### config.mk
export PLATFORM = sky130hd
export DESIGN_NAME = sipo_word_receiver
export DESIGN_NICKNAME = d
export VERILOG_FILES = /design/src/rtl/sipo_word_receiver.sv
export SDC_FILE = /design/constraint.sdc
export NUM_CORES = 1
export LEC_CHECK = 0
export CORE_MARGIN = 1
export CORE_UTILIZATION = 48
export DETAILED_ROUTE_END_ITERATION = 10
export PLACE_DENSITY = 0.89
export SLEW_MARGIN = 20
export SYNTH_ARGS = -nofsm -noshare
export SYNTH_HDL_FRONTEND = slang
export SYNTH_SLANG_ARGS = --single-unit
export TNS_END_PERCENT = 30
### constraint.sdc
create_clock -name clk -period 3.06 [get_ports clk]
set_input_delay 0.612 -clock clk [delete_from_list [all_inputs] [get_ports clk]]
set_output_delay 0.612 -clock clk [all_outputs]
set_load 0.03 [all_outputs]
### src/rtl/sipo_word_receiver.sv
// MSB-first serial-to-parallel word receiver.
// A valid/ack holding register presents each word and flags overruns.
module sipo_word_receiver #(
  parameter int WIDTH = 4,
  parameter int CW    = 5
) (
  input  logic             clk,
  input  logic             reset,
  input  logic             start,
  input  logic             sin,
  input  logic             bit_en,
  input  logic             data_ack,
  input  logic             clear_ovr,
  output logic [WIDTH-1:0] data_out,
  output logic             data_valid,
  output logic             busy,
  output logic [CW-1:0]    bit_cnt,
  output logic             overrun
);

  typedef enum logic {
    IDLE = 1'b0,
    RECV = 1'b1
  } state_t;

  localparam logic [CW-1:0] LAST = CW'(WIDTH - 1);

  state_t           state_q, state_d;
  logic [WIDTH-1:0] shreg_q, shreg_d;
  logic [WIDTH-1:0] dout_q, dout_d;
  logic [CW-1:0]    cnt_q, cnt_d;
  logic             dv_q, dv_d;
  logic             ovr_q, ovr_d;
  logic             busy_q, busy_d;
  logic [WIDTH-1:0] shifted;

  assign shifted = {shreg_q[WIDTH-2:0], sin};

  always_comb begin
    state_d = state_q;
    shreg_d = shreg_q;
    dout_d  = dout_q;
    cnt_d   = cnt_q;
    dv_d    = dv_q;
    ovr_d   = ovr_q;
    if (dv_q && data_ack) dv_d = 1'b0;
    if (clear_ovr) ovr_d = 1'b0;
    unique case (state_q)
      IDLE: begin
        if (start && bit_en) begin
          shreg_d = shifted;
          cnt_d   = CW'(1);
          state_d = RECV;
        end
      end
      RECV: begin
        if (bit_en) begin
          if (start) begin
            shreg_d = shifted;
            cnt_d   = CW'(1);
          end else if (cnt_q == LAST) begin
            dout_d  = shifted;
            dv_d    = 1'b1;
            cnt_d   = '0;
            state_d = IDLE;
            // set beats clear when the old word was never taken
            if (dv_q && !data_ack) ovr_d = 1'b1;
          end else begin
            shreg_d = shifted;
            cnt_d   = cnt_q + CW'(1);
          end
        end
      end
      default: state_d = IDLE;
    endcase
    busy_d = (state_d == RECV);
  end

  always_ff @(posedge clk) begin
    if (reset) begin
      state_q <= IDLE;
      shreg_q <= '0;
      dout_q  <= '0;
      cnt_q   <= '0;
      dv_q    <= 1'b0;
      ovr_q   <= 1'b0;
      busy_q  <= 1'b0;
    end else begin
      state_q <= state_d;
      shreg_q <= shreg_d;
      dout_q  <= dout_d;
      cnt_q   <= cnt_d;
      dv_q    <= dv_d;
      ovr_q   <= ovr_d;
      busy_q  <= busy_d;
    end
  end

  assign data_out   = dout_q;
  assign data_valid = dv_q;
  assign busy       = busy_q;
  assign bit_cnt    = cnt_q;
  assign overrun    = ovr_q;

endmodule

Yosys cells after proc, flatten, opt, wreduce, memory -nomap -nowiden
Cells that the tools add are included.
Storage, ports and cells
  logic and storage cells: 46
  input port bits: 7
  flip-flop bits (word level): 15
  output and inout port bits: 12
Cells by class
  bitwise logic cells: 2
  add/subtract/negate cells: 1
  mux-type cells: 26
  reduce and logical (&&, ||, !) cells: 7
  equality and inequality tests: 4
Operators with widths (number)
  $mux W5: 4
  $mux W1: 15
  $mux W3: 4
  $pmux W5 S2: 1
  $pmux W3 S2: 1
  $add A5 B1 Y5 const B: 1
  $eq A5 B2 Y1 const B: 1
  $ne A2 B2 Y1 const B: 2
  $reduce_and A4 Y1: 1
  $logic_and A1 B1 Y1: 3
  $ne A3 B3 Y1 const B: 1
  $reduce_and A3 Y1: 1
  $not A1 Y1: 2
  $pmux W1 S2: 1
  $reduce_and A2 Y1: 1
  $logic_not A1 Y1: 1

Logic depth before layout (Yosys ltp)
Gate-level depths: netlist (run 1).
  depth in word-level cells: 7
  depth in mapped cells: 5
  mapped depth without buffers: 4

Worst setup path after synthesis (run 1)
No wires, ideal clock.
  path kind: register to register
  start point: reg cnt_q[1] (netlist: bit_cnt[1])
  end point: reg ovr_q (netlist: overrun)
  path buffers: 1
  period minus slack after synthesis: 1833 ps
  required time: 2995 ps
  cell stages (with the launch flop): 6
  data arrival time: 1768 ps
  setup time: 65 ps
  path slack: 1227 ps
  path through: dfxtp_1 > ha_1 > or4b_1 > buf_2 > o32a_1 > nor2_1
On the way
  cells in the longest elaborated chain, start to end: 5
RTL lines
  start, declared: RTL line 31  | logic [CW-1:0] cnt_q, cnt_d;
  start signal, assigned: RTL line 92  | cnt_q <= cnt_d;
  $eq A5 B2 Y1: RTL line 61  | end else if (cnt_q == LAST) begin
  $mux W1: RTL line 61
  $mux W1: RTL line 58  | if (start) begin
  $mux W1: RTL line 57  | if (bit_en) begin
  $mux W1: RTL line 48  | unique case (state_q)
  end signal, assigned: RTL line 94  | ovr_q <= ovr_d;
  end, declared: RTL line 33  | logic ovr_q, ovr_d;
No other way between the ends.
A chain may end at the register's enable or synchronous reset.

Worst setup path in the final report (run 1)
  start point: reg cnt_q[3] (netlist: bit_cnt[3])
  end point: out bit_cnt[3]
RTL lines
  end, declared: RTL line 17  | output logic [CW-1:0] bit_cnt,
No word-level cell between the ends.

==> results.py, run 1 <==
metrics = {
    "job": {
        "maxCapViolations": 0,
    },
    "placement": {
        "dpl.hpwl_um": 1030,
        "gp_congestion": 0.844,
        "io_buffers": 18,
    },
    "worst_setup_path": {
        "crit_type": "reg -> out",
        "cp.required_ns": 2.45,
        "cp_slowest_cell": "clkdlybuf4s50_1",
        "critPathBufInv": 1,
        "reg2reg_depth": 4,
        "cp.depth": 1,
        "cp.arrival_ns": 1.45,
        "critical_path.max_stage_delay_ns": 0.71,
        "cp_cell_sequence": "clkdlybuf4s50_1",
        "crit_fanout": 7,
        "end_kind": "output port",
        "crit_family": "buffers and inverters",
        "worstSetupStartpointType": "register",
    },
    "sta": {
        "grt_setup_unrepaired": "false",
        "finalSetupViolations": 0,
        "finalCritPeriodShare": 0.674,
        "hold_violations": 0,
        "period_needed_ns": 2.06,
        "finClkSkew_ns": 0.00424,
        "timing.hold.ws_ns": 0.470,
        "fmax_ghz": 0.485,
        "worst_slew_pin_slew_ns": 0.654,
        "slew-limit-headroom": 0.563,
        "slew_viol_final": 0,
        "timing.setup.tns_ns": 0,
    },
    "synth": {
        "synth_common_cells": "dfxtp_1 (15), a21oi_1 (7), nand3_1 (7)",
        "synth_most_common_cell": "dfxtp_1",
        "async_flop_share": 0,
        "synth_cell_types": 26,
        "synthFlopType": "dfxtp_1",
        "synth_cells": 74,
        "synthesis.area_um2": 661,
        "yosys_warnings": 0,
        "seq_area_frac_synth": 0.455,
        "synth_top_area_frac": 0.455,
        "ys_top_cells_by_area": "dfxtp_1 (45%), a21oi_1 (5.3%), nand3_1 (5.3%)",
        "synth_top_cell_by_area": "dfxtp_1",
        "synth-seq-cells": 15,
        "synth_edf_count": 0,
        "syn_area_per_cell_um2": 8.93,
        "synth_nets": 82,
    },
    "pwr": {
        "power_density_nw_per_um2": 403,
        "p_seq_frac": 0.573,
        "clkPwrFrac": 0.327,
        "p_leak_nw": 0.300,
        "ir_worst_vdd_mv": 0.230,
        "switching_power_uw": 87.9,
        "p_sw_frac": 0.250,
        "pwr-share-comb": 0.100,
        "p_int_uw": 264,
    },
    "worst_hold_path": {
        "holdPathStages": 2,
        "hold_path.class": "reg -> reg",
    },
    "finish": {
        "final_util": 0.681,
        "n_antenna_cell": 0,
        "nets": 102,
        "fill_cells": 106,
        "area_growth_syn_to_layout_pct": 32.4,
        "layout-drive-gt1-share": 0.0538,
    },
    "run_status": {
        "violations": "DRC",
        "status": "finished with violations",
    },
    "floorplan": {
        "die_area_um2": 1530,
        "start_util": 0.514,
        "design.core.area_um2": 1280,
        "rows": 13,
        "die-height_um": 39.1,
        "io_pins": 19,
        "die_x_um": 39.1,
    },
    "clock_tree": {
        "cts_tree": "yes",
        "ctsHoldBuffers": 0,
        "clock_sink_count": 15,
        "cts_setup_buffers": 0,
        "cts_root_buf": "clkbuf_4",
        "htreeDepth": 1,
        "clk_path_buf_depth": 2,
        "clk_latency_ns": 0.29,
        "cts_resized": 0,
        "clk_pin_slew_worst_paths_ns": 0.09,
        "cts_inserted_buffers": 3,
    },
    "route": {
        "dr.pass1.iters": 7,
        "vias": 625,
        "drtIter0Drc": 31,
        "routed_wl_um": 1460,
        "viasPerCell": 5.79,
        "wl_per_cell_um": 13.5,
        "drc": 2,
        "ant_nets": 0,
    },
    "global_route": {
        "grt_pass1_wl_um": 2130,
        "overflow": 0,
        "grt_max_degree": 17,
        "first_global_vias": 485,
        "antenna_found_initial": 0,
        "grt.total_usage": 0.220,
    },
}
-- cell usage in the layout (no fill, tap or decap) --
| cell | count |
|---|---|
| and3b_1 | 1 |
| nor3_1 | 1 |
| nor2_1 | 3 |
| clkinv_2 | 1 |
| clkdlybuf4s50_1 | 18 |
| nor4b_2 | 1 |
| nand3_1 | 7 |
| a31oi_1 | 1 |
| inv_1 | 4 |
| a211oi_1 | 2 |
| a32oi_1 | 1 |
| or4b_1 | 1 |
| mux2i_1 | 3 |
| nand4b_1 | 1 |
| a21oi_1 | 7 |
| o21ai_1 | 3 |
| o32a_1 | 1 |
| ha_1 | 1 |
| nor4bb_1 | 1 |
| nand2_1 | 4 |
| o21ai_0 | 4 |
| or4_1 | 1 |
| clkbuf_4 | 3 |
| o21a_1 | 2 |
| dfxtp_1 | 15 |
| nand3b_1 | 1 |
| nand2b_1 | 5 |
-- power by group through the flow --
stage	combinational (mW)	clock, mW	sequential [mW]
finish	0.0352	0.115	0.202
global route	0.0379	0.129	0.203
CTS	0.0354	0.116	0.202
detailed placement	0.0353	0	0.207
global placement	0.0346	0	0.206
floorplan	0.0145	0	0.210
-- metal layers --
layer  track usage  routed length [µm]
met1         0.257                 642
met2         0.346                 702
met3        0.0867                  83
met4         0.103                  26
met5             0                   0
-- final timing paths --
path / slack (ns) / endpoint / startpoint
worst max-delay path: 1.0 / bit_cnt[3] / bit_cnt[3]$_SDFFE_PP0P_
worst min-delay path: 0.47 / data_out[2]$_SDFFE_PP0P_ / shreg_q[1]$_SDFFE_PP0P_
worst max register to register: 1.23 / shreg_q[0]$_SDFFE_PP0P_ / bit_cnt[1]$_SDFFE_PP0P_
worst min register to register: 0.47 / data_out[2]$_SDFFE_PP0P_ / shreg_q[1]$_SDFFE_PP0P_
-- sequential cells by signal (all words and copies together) (netlist names) --
signal	flops
busy	1
shreg_q	3
data_valid	1
overrun	1
bit_cnt	5
data_out	4
-- kinds of logic (layout without fill, tap and decap cells) --
| logic type | after synthesis | count (layout) | share of synthesized area |
|---|---|---|---|
| AOI/OAI and AO/OA | 21 | 21 | 0.189 |
| adders and majority gates | 1 | 1 | 0.0189 |
| buffers and inverters | 7 | 26 | 0.0417 |
| DFF | 15 | 15 | 0.455 |
| muxes | 3 | 3 | 0.0455 |
| and+or+nand+nor | 27 | 27 | 0.250 |
-- through the flow --
step	instance area [µm²]	setup slack, ns	std cells	power, mW
after floorplan	661	1.23	74	0.225
after detailed placement	847	0.923	104	0.242
after CTS	875	0.998	108	0.354
after global placement	847	1.01	104	0.241
final	875	0.998	108	0.352
after global routing	875	0.936	108	0.369
-- area by class of cell --
cell class / count / area, µm² / share of cell area
tap: 15 / 18.8 / 0.0215
timing repair buffer: 18 / 180 / 0.206
clock inverter: 1 / 5.00 / 0.00572
clock buffer: 3 / 22.5 / 0.0258
multi-input combinational: 52 / 333 / 0.381
sequential: 15 / 300 / 0.343
inverter: 4 / 15.0 / 0.0172
No activity file was read; power rests on OpenSTA's default activity.
==> inputs of run 2 (changes only) <==
--- a/config.mk
+++ b/config.mk
@@ -6,9 +6,9 @@
 export NUM_CORES = 1
 export LEC_CHECK = 0
 export CORE_MARGIN = 1
-export CORE_UTILIZATION = 48
+export CORE_UTILIZATION = 40
 export DETAILED_ROUTE_END_ITERATION = 10
-export PLACE_DENSITY = 0.89
+export PLACE_DENSITY = 0.8
 export SLEW_MARGIN = 20
 export SYNTH_ARGS = -nofsm -noshare
 export SYNTH_HDL_FRONTEND = slang
==> constraint.sdc (replaced) <==
create_clock -name clk -period 1.8 [get_ports clk]
set_input_delay 0.36 -clock clk [delete_from_list [all_inputs] [get_ports clk]]
set_output_delay 0.36 -clock clk [all_outputs]
set_load 0.03 [all_outputs]
==> run 2 against run 1 <==
The flow now finishes without violations. Sequential power up 70%. Largest power group unchanged. Hold slack better by 0.0075 ns. Clock power up 65%.
==> results.py, run 2 (synthesized netlist as in run 1, its figures left out) <==
metrics = {
    "sta": {
        "timing.hold.ws_ns": 0.478,
        "slew-limit-headroom": 0.705,
        "timing.setup.tns_ns": 0,
        "worst_slew_pin_slew_ns": 0.441,
        "grt_setup_unrepaired": "false",
        "finClkSkew_ns": 0.000435,
        "period_needed_ns": 1.73,
        "fmax_ghz": 0.577,
        "finalCritPeriodShare": 0.962,
        "hold_violations": 0,
        "finalSetupViolations": 0,
        "slew_viol_final": 0,
    },
    "route": {
        "routed_wl_um": 1410,
        "drc": 0,
        "dr.pass1.iters": 2,
        "vias": 625,
        "ant_nets": 0,
        "drtIter0Drc": 5,
        "viasPerCell": 5.43,
        "wl_per_cell_um": 12.3,
    },
    "global_route": {
        "met3_usage": 0.0388,
        "grt_max_degree": 14,
        "overflow": 0,
        "first_global_vias": 601,
        "grt.total_usage": 0.179,
        "grt.busiest_layer": "met2",
        "use_met1": 0.229,
        "antenna_found_initial": 0,
        "grt_pass1_wl_um": 2480,
        "met2_usage": 0.288,
    },
    "floorplan": {
        "start_util": 0.433,
        "die_area_um2": 1820,
        "design.core.area_um2": 1520,
        "die_x_um": 42.6,
        "io_pins": 19,
        "die-height_um": 42.6,
        "rows": 14,
    },
    "worst_setup_path": {
        "rrSetupSlack_ns": 0.14,
        "cp_cell_sequence": "clkdlybuf4s50_1",
        "cp.required_ns": 1.44,
        "worstSetupStartpointType": "register",
        "cp.arrival_ns": 1.37,
        "cp_slowest_cell": "clkdlybuf4s50_1",
        "reg2reg_depth": 5,
        "timing.rr.end": "bit_cnt[1]$_SDFFE_PP0P_",
        "end_kind": "output port",
        "critical_path.max_stage_delay_ns": 0.69,
        "crit_family": "buffers and inverters",
        "r2r_start": "bit_cnt[0]$_SDFFE_PP0P_",
        "crit_fanout": 4,
        "crit_type": "reg -> out",
        "critPathBufInv": 1,
    },
    "placement": {
        "gp_congestion": 0.732,
        "io_buffers": 18,
        "dpl.hpwl_um": 1090,
    },
    "clock_tree": {
        "cts_inserted_buffers": 3,
        "cts_setup_buffers": 0,
        "cts_tree": "yes",
        "cts_root_buf": "clkbuf_4",
        "clk_pin_slew_worst_paths_ns": 0.09,
        "htreeDepth": 1,
        "clk_latency_ns": 0.27,
        "clk_path_buf_depth": 2,
        "ctsHoldBuffers": 0,
        "cts_resized": 2,
        "clock_sink_count": 15,
    },
    "pwr": {
        "p_seq_frac": 0.575,
        "pwr-share-comb": 0.107,
        "ir_worst_vdd_mv": 0.459,
        "power_density_nw_per_um2": 649,
        "p_int_uw": 457,
        "p_leak_nw": 0.351,
        "clkPwrFrac": 0.318,
        "p_sw_frac": 0.236,
        "switching_power_uw": 141,
    },
    "finish": {
        "area_growth_syn_to_layout_pct": 39.6,
        "nets": 108,
        "fill_cells": 141,
        "n_antenna_cell": 0,
        "layout_commonest_cell": "clkdlybuf4s50_1",
        "largest_reg_flops": 5,
        "layout-drive-gt1-share": 0.121,
        "final_cell_mix": "clkdlybuf4s50_1 (15), dfxtp_1 (13), nand3_1 (7), a21oi_1 (7), buf_4 (6)",
    },
    "worst_hold_path": {
        "hold_path_end": "data_out[2]$_SDFFE_PP0P_",
        "hold_path.class": "reg -> reg",
        "hold_start": "shreg_q[1]$_SDFFE_PP0P_",
        "holdPathStages": 2,
    },
    "job": {
        "maxCapViolations": 0,
    },
    "run_status": {
        "status": "completed",
    },
}
## run 2: cell types whose count changed in the layout (fill, tap and decap cells not counted), sizes merged
cell / delta
clkinv: -1
dlymetal6s2s: +1
dlygate4sd2: +2
clkdlybuf4s50: -3
clkbuf: +1
buf: +6
## run 2: how the worst max path moves through the flow
stage	cells after the start	slack, ns	start	endpoint
finish	1	0.07	bit_cnt[4]$_SDFFE_PP0P_	bit_cnt[4]
global route	1	0.01	bit_cnt[4]$_SDFFE_PP0P_	bit_cnt[4]
CTS	1	0.04	busy$_SDFF_PP0_	busy
detailed placement	4	0.06	start	bit_cnt[3]$_SDFFE_PP0P_
global placement	4	0.11	start	bit_cnt[3]$_SDFFE_PP0P_
floorplan	5	0.10	bit_cnt[1]$_SDFFE_PP0P_	overrun$_SDFF_PP0_
## run 2: per-stage QoR
| stage | worst slack (ns) | instances | instance area, µm² | power [mW] | util |
|---|---|---|---|---|---|
| after floorplan | 0.102 | 74 | 663 | 0.383 | - |
| after global placement | 0.106 | 111 | 896 | 0.414 | 0.588 |
| after detailed placement | 0.0626 | 111 | 896 | 0.416 | 0.588 |
| after CTS | 0.0418 | 115 | 920 | 0.604 | 0.603 |
| after global routing | 0.0127 | 115 | 922 | 0.626 | 0.605 |
| final | 0.0678 | 115 | 922 | 0.598 | 0.605 |
## run 2: power by group through the flow
stage / Sequential [mW] / Clock [mW] / Combinational, mW
5_1_grt: 0.345 / 0.211 / 0.0699
3_3_place_gp: 0.351 / 0 / 0.0628
4_1_cts: 0.344 / 0.195 / 0.0644
3_5_place_dp: 0.352 / 0 / 0.0645
6_report: 0.344 / 0.190 / 0.0643
2_1_floorplan: 0.358 / 0 / 0.0246
## run 2: cell type report
class / instances / area, µm² / share of cell area
well taps: 16 / 20.0 / 0.0217
flip-flops and latches: 15 / 303 / 0.328
inverters: 4 / 15.0 / 0.0163
repair buffers: 24 / 225 / 0.244
clock buffers: 4 / 26.3 / 0.0285
multi-input cells: 52 / 333 / 0.361
## run 2: worst min-delay path, delay by kind of cell (launching register included)
kind | cells | cell delay (ns)
DFF | 1 | 0.32
and+or+nand+nor | 1 | 0.06
AOI/OAI and AO/OA | 1 | 0.05
## run 2: layer usage
metal	vias up	share of wire
met2	9	0.50
met4	0	0.0071
li1	321	-
met3	2	0.029
met1	293	0.46
met5	-	0
==> inputs of run 3 (changes only) <==
--- a/config.mk
+++ b/config.mk
@@ -6,10 +6,9 @@
 export NUM_CORES = 1
 export LEC_CHECK = 0
 export CORE_MARGIN = 1
-export CORE_UTILIZATION = 40
+export CORE_UTILIZATION = 48
 export DETAILED_ROUTE_END_ITERATION = 10
-export PLACE_DENSITY = 0.8
-export SLEW_MARGIN = 20
+export PLACE_DENSITY = 0.89
 export SYNTH_ARGS = -nofsm -noshare
 export SYNTH_HDL_FRONTEND = slang
 export SYNTH_SLANG_ARGS = --single-unit
==> constraint.sdc (replaced) <==
create_clock -name clk -period 2.2 [get_ports clk]
set_input_delay 0.44 -clock clk [delete_from_list [all_inputs] [get_ports clk]]
set_output_delay 0.44 -clock clk [all_outputs]
set_load 0.03 [all_outputs]
==> run 3 against run 2 <==
Utilization grew 8.1 points. Clock power is 15% lower. Sequential share of layout area is 1.2 points higher. The flow now finishes with violations (DRC). Final cell count shrank 5.2%. Hold slack improved by 0.0015 ns. First-iteration DRC count rose to 4.6 times the previous value. Sequential cell count unchanged. Largest cell class unchanged. Combinational power shrank 24%. Critical endpoint is now bit_cnt[2]. Die area is 16% lower.
==> results.py, run 3 (synthesized netlist as in run 1, its figures left out) <==
metrics = {
    "run_status": {
        "status": "finished with violations",
        "violations": "DRC",
    },
    "global_route": {
        "grt.total_usage": 0.206,
        "first_global_vias": 471,
        "grt_max_degree": 17,
        "antenna_found_initial": 0,
        "grt_pass1_wl_um": 2050,
        "overflow": 0,
    },
    "sta": {
        "slew_viol_final": 0,
        "slew-limit-headroom": 0.660,
        "period_needed_ns": 1.89,
        "grt_setup_unrepaired": "false",
        "timing.setup.tns_ns": 0,
        "finalSetupViolations": 0,
        "worst_slew_pin_slew_ns": 0.508,
        "finClkSkew_ns": 0.00346,
        "finalCritPeriodShare": 0.859,
        "fmax_ghz": 0.529,
        "timing.hold.ws_ns": 0.479,
        "layout_setup_ws_ns": 0.310,
        "hold_violations": 0,
    },
    "route": {
        "viasPerCell": 5.61,
        "routed_wl_um": 1410,
        "drc": 2,
        "ant_nets": 0,
        "vias": 612,
        "wl_per_cell_um": 13.0,
        "dr.pass1.iters": 7,
        "drtIter0Drc": 23,
    },
    "clock_tree": {
        "clk_pin_slew_worst_paths_ns": 0.09,
        "clk_latency_ns": 0.29,
        "clock_sink_count": 15,
        "htreeDepth": 1,
        "ctsHoldBuffers": 0,
        "cts_root_buf": "clkbuf_4",
        "cts_resized": 0,
        "cts_setup_buffers": 0,
        "clk_path_buf_depth": 2,
        "cts_inserted_buffers": 3,
        "cts_tree": "yes",
    },
    "placement": {
        "place_area_um2": 855,
        "place_ws_ns": 0.273,
        "io_buffers": 18,
        "dp_cells": 105,
        "dpl.hpwl_um": 1010,
        "gp_congestion": 0.827,
    },
    "finish": {
        "regArea_um2": 300,
        "stdcell_count": 109,
        "largest_reg_flops": 5,
        "area_growth_syn_to_layout_pct": 33.5,
        "layout-drive-gt1-share": 0.0638,
        "multi_input_area_um2": 333,
        "stdcell_area_um2": 882,
        "fill_cells": 106,
        "layout_commonest_cell": "clkdlybuf4s50_1",
        "nets": 103,
        "final_cell_mix": "clkdlybuf4s50_1 (18), dfxtp_1 (15), nand3_1 (7), a21oi_1 (7), nand2b_1 (5)",
        "n_antenna_cell": 0,
    },
    "floorplan": {
        "rows": 13,
        "design.core.area_um2": 1280,
        "die_area_um2": 1530,
        "io_pins": 19,
        "die_x_um": 39.1,
        "die-height_um": 39.1,
        "start_util": 0.514,
    },
    "worst_setup_path": {
        "critPathBufInv": 1,
        "cp.arrival_ns": 1.45,
        "cp.required_ns": 1.76,
        "critical_path.max_stage_delay_ns": 0.71,
        "cp_slowest_cell": "clkdlybuf4s50_1",
        "end_kind": "output port",
        "crit_type": "reg -> out",
        "cp_cell_sequence": "clkdlybuf4s50_1",
        "worstSetupStartpointType": "register",
        "crit_fanout": 7,
        "crit_family": "buffers and inverters",
    },
    "pwr": {
        "ir_worst_vdd_mv": 0.547,
        "power_density_nw_per_um2": 557,
        "p_leak_nw": 0.306,
    },
    "worst_hold_path": {
        "hold_path.class": "reg -> reg",
    },
    "job": {
        "maxCapViolations": 0,
    },
}
## run 3: where the power goes
part | switching, mW | internal, mW
clock network | 0.0930 | 0.0678
registers | 0.00488 | 0.276
logic | 0.0251 | 0.0241
## run 3: tightest hold or removal path, stage by stage (launching register included)
cell and delay, ns:
dfxtp_1 0.32, nand3_1 0.06, a21oi_1 0.05
## run 3: cell type report
class	count	share of cell area
timing repair buffer	19	0.213
sequential	15	0.340
multi-input combinational	52	0.377
clock inverter	1	0.00567
inverter	4	0.0170
clock buffer	3	0.0255
tap	15	0.0213
## run 3: worst paths after layout
| check | start | depth (start not counted) | slack, ns | end |
|---|---|---|---|---|
| min reg2reg | shreg_q[1]$_SDFFE_PP0P_ | 2 | 0.48 | data_out[2]$_SDFFE_PP0P_ |
| min | shreg_q[1]$_SDFFE_PP0P_ | 2 | 0.48 | data_out[2]$_SDFFE_PP0P_ |
| max reg2reg | bit_cnt[0]$_SDFFE_PP0P_ | 4 | 0.38 | overrun$_SDFF_PP0_ |
| max | bit_cnt[2]$_SDFFE_PP0P_ | 1 | 0.31 | bit_cnt[2] |
## run 3: routing by layer
| metal | vias to the layer above | track usage | wire length [µm] | part of all wire |
|---|---|---|---|---|
| met4 | 0 | 0.0517 | 14 | 0.0099 |
| met5 | - | 0 | 0 | 0 |
| met2 | 15 | 0.317 | 700 | 0.50 |
| met3 | 3 | 0.104 | 63 | 0.045 |
| met1 | 284 | 0.251 | 636 | 0.45 |
| li1 | 310 | - | - | - |
## run 3: through the flow
stage / power, mW / utilization
after floorplan: 0.313 / -
after global placement: 0.335 / 0.665
after detailed placement: 0.336 / 0.665
after CTS: 0.496 / 0.686
after global routing: 0.513 / 0.686
final: 0.491 / 0.686
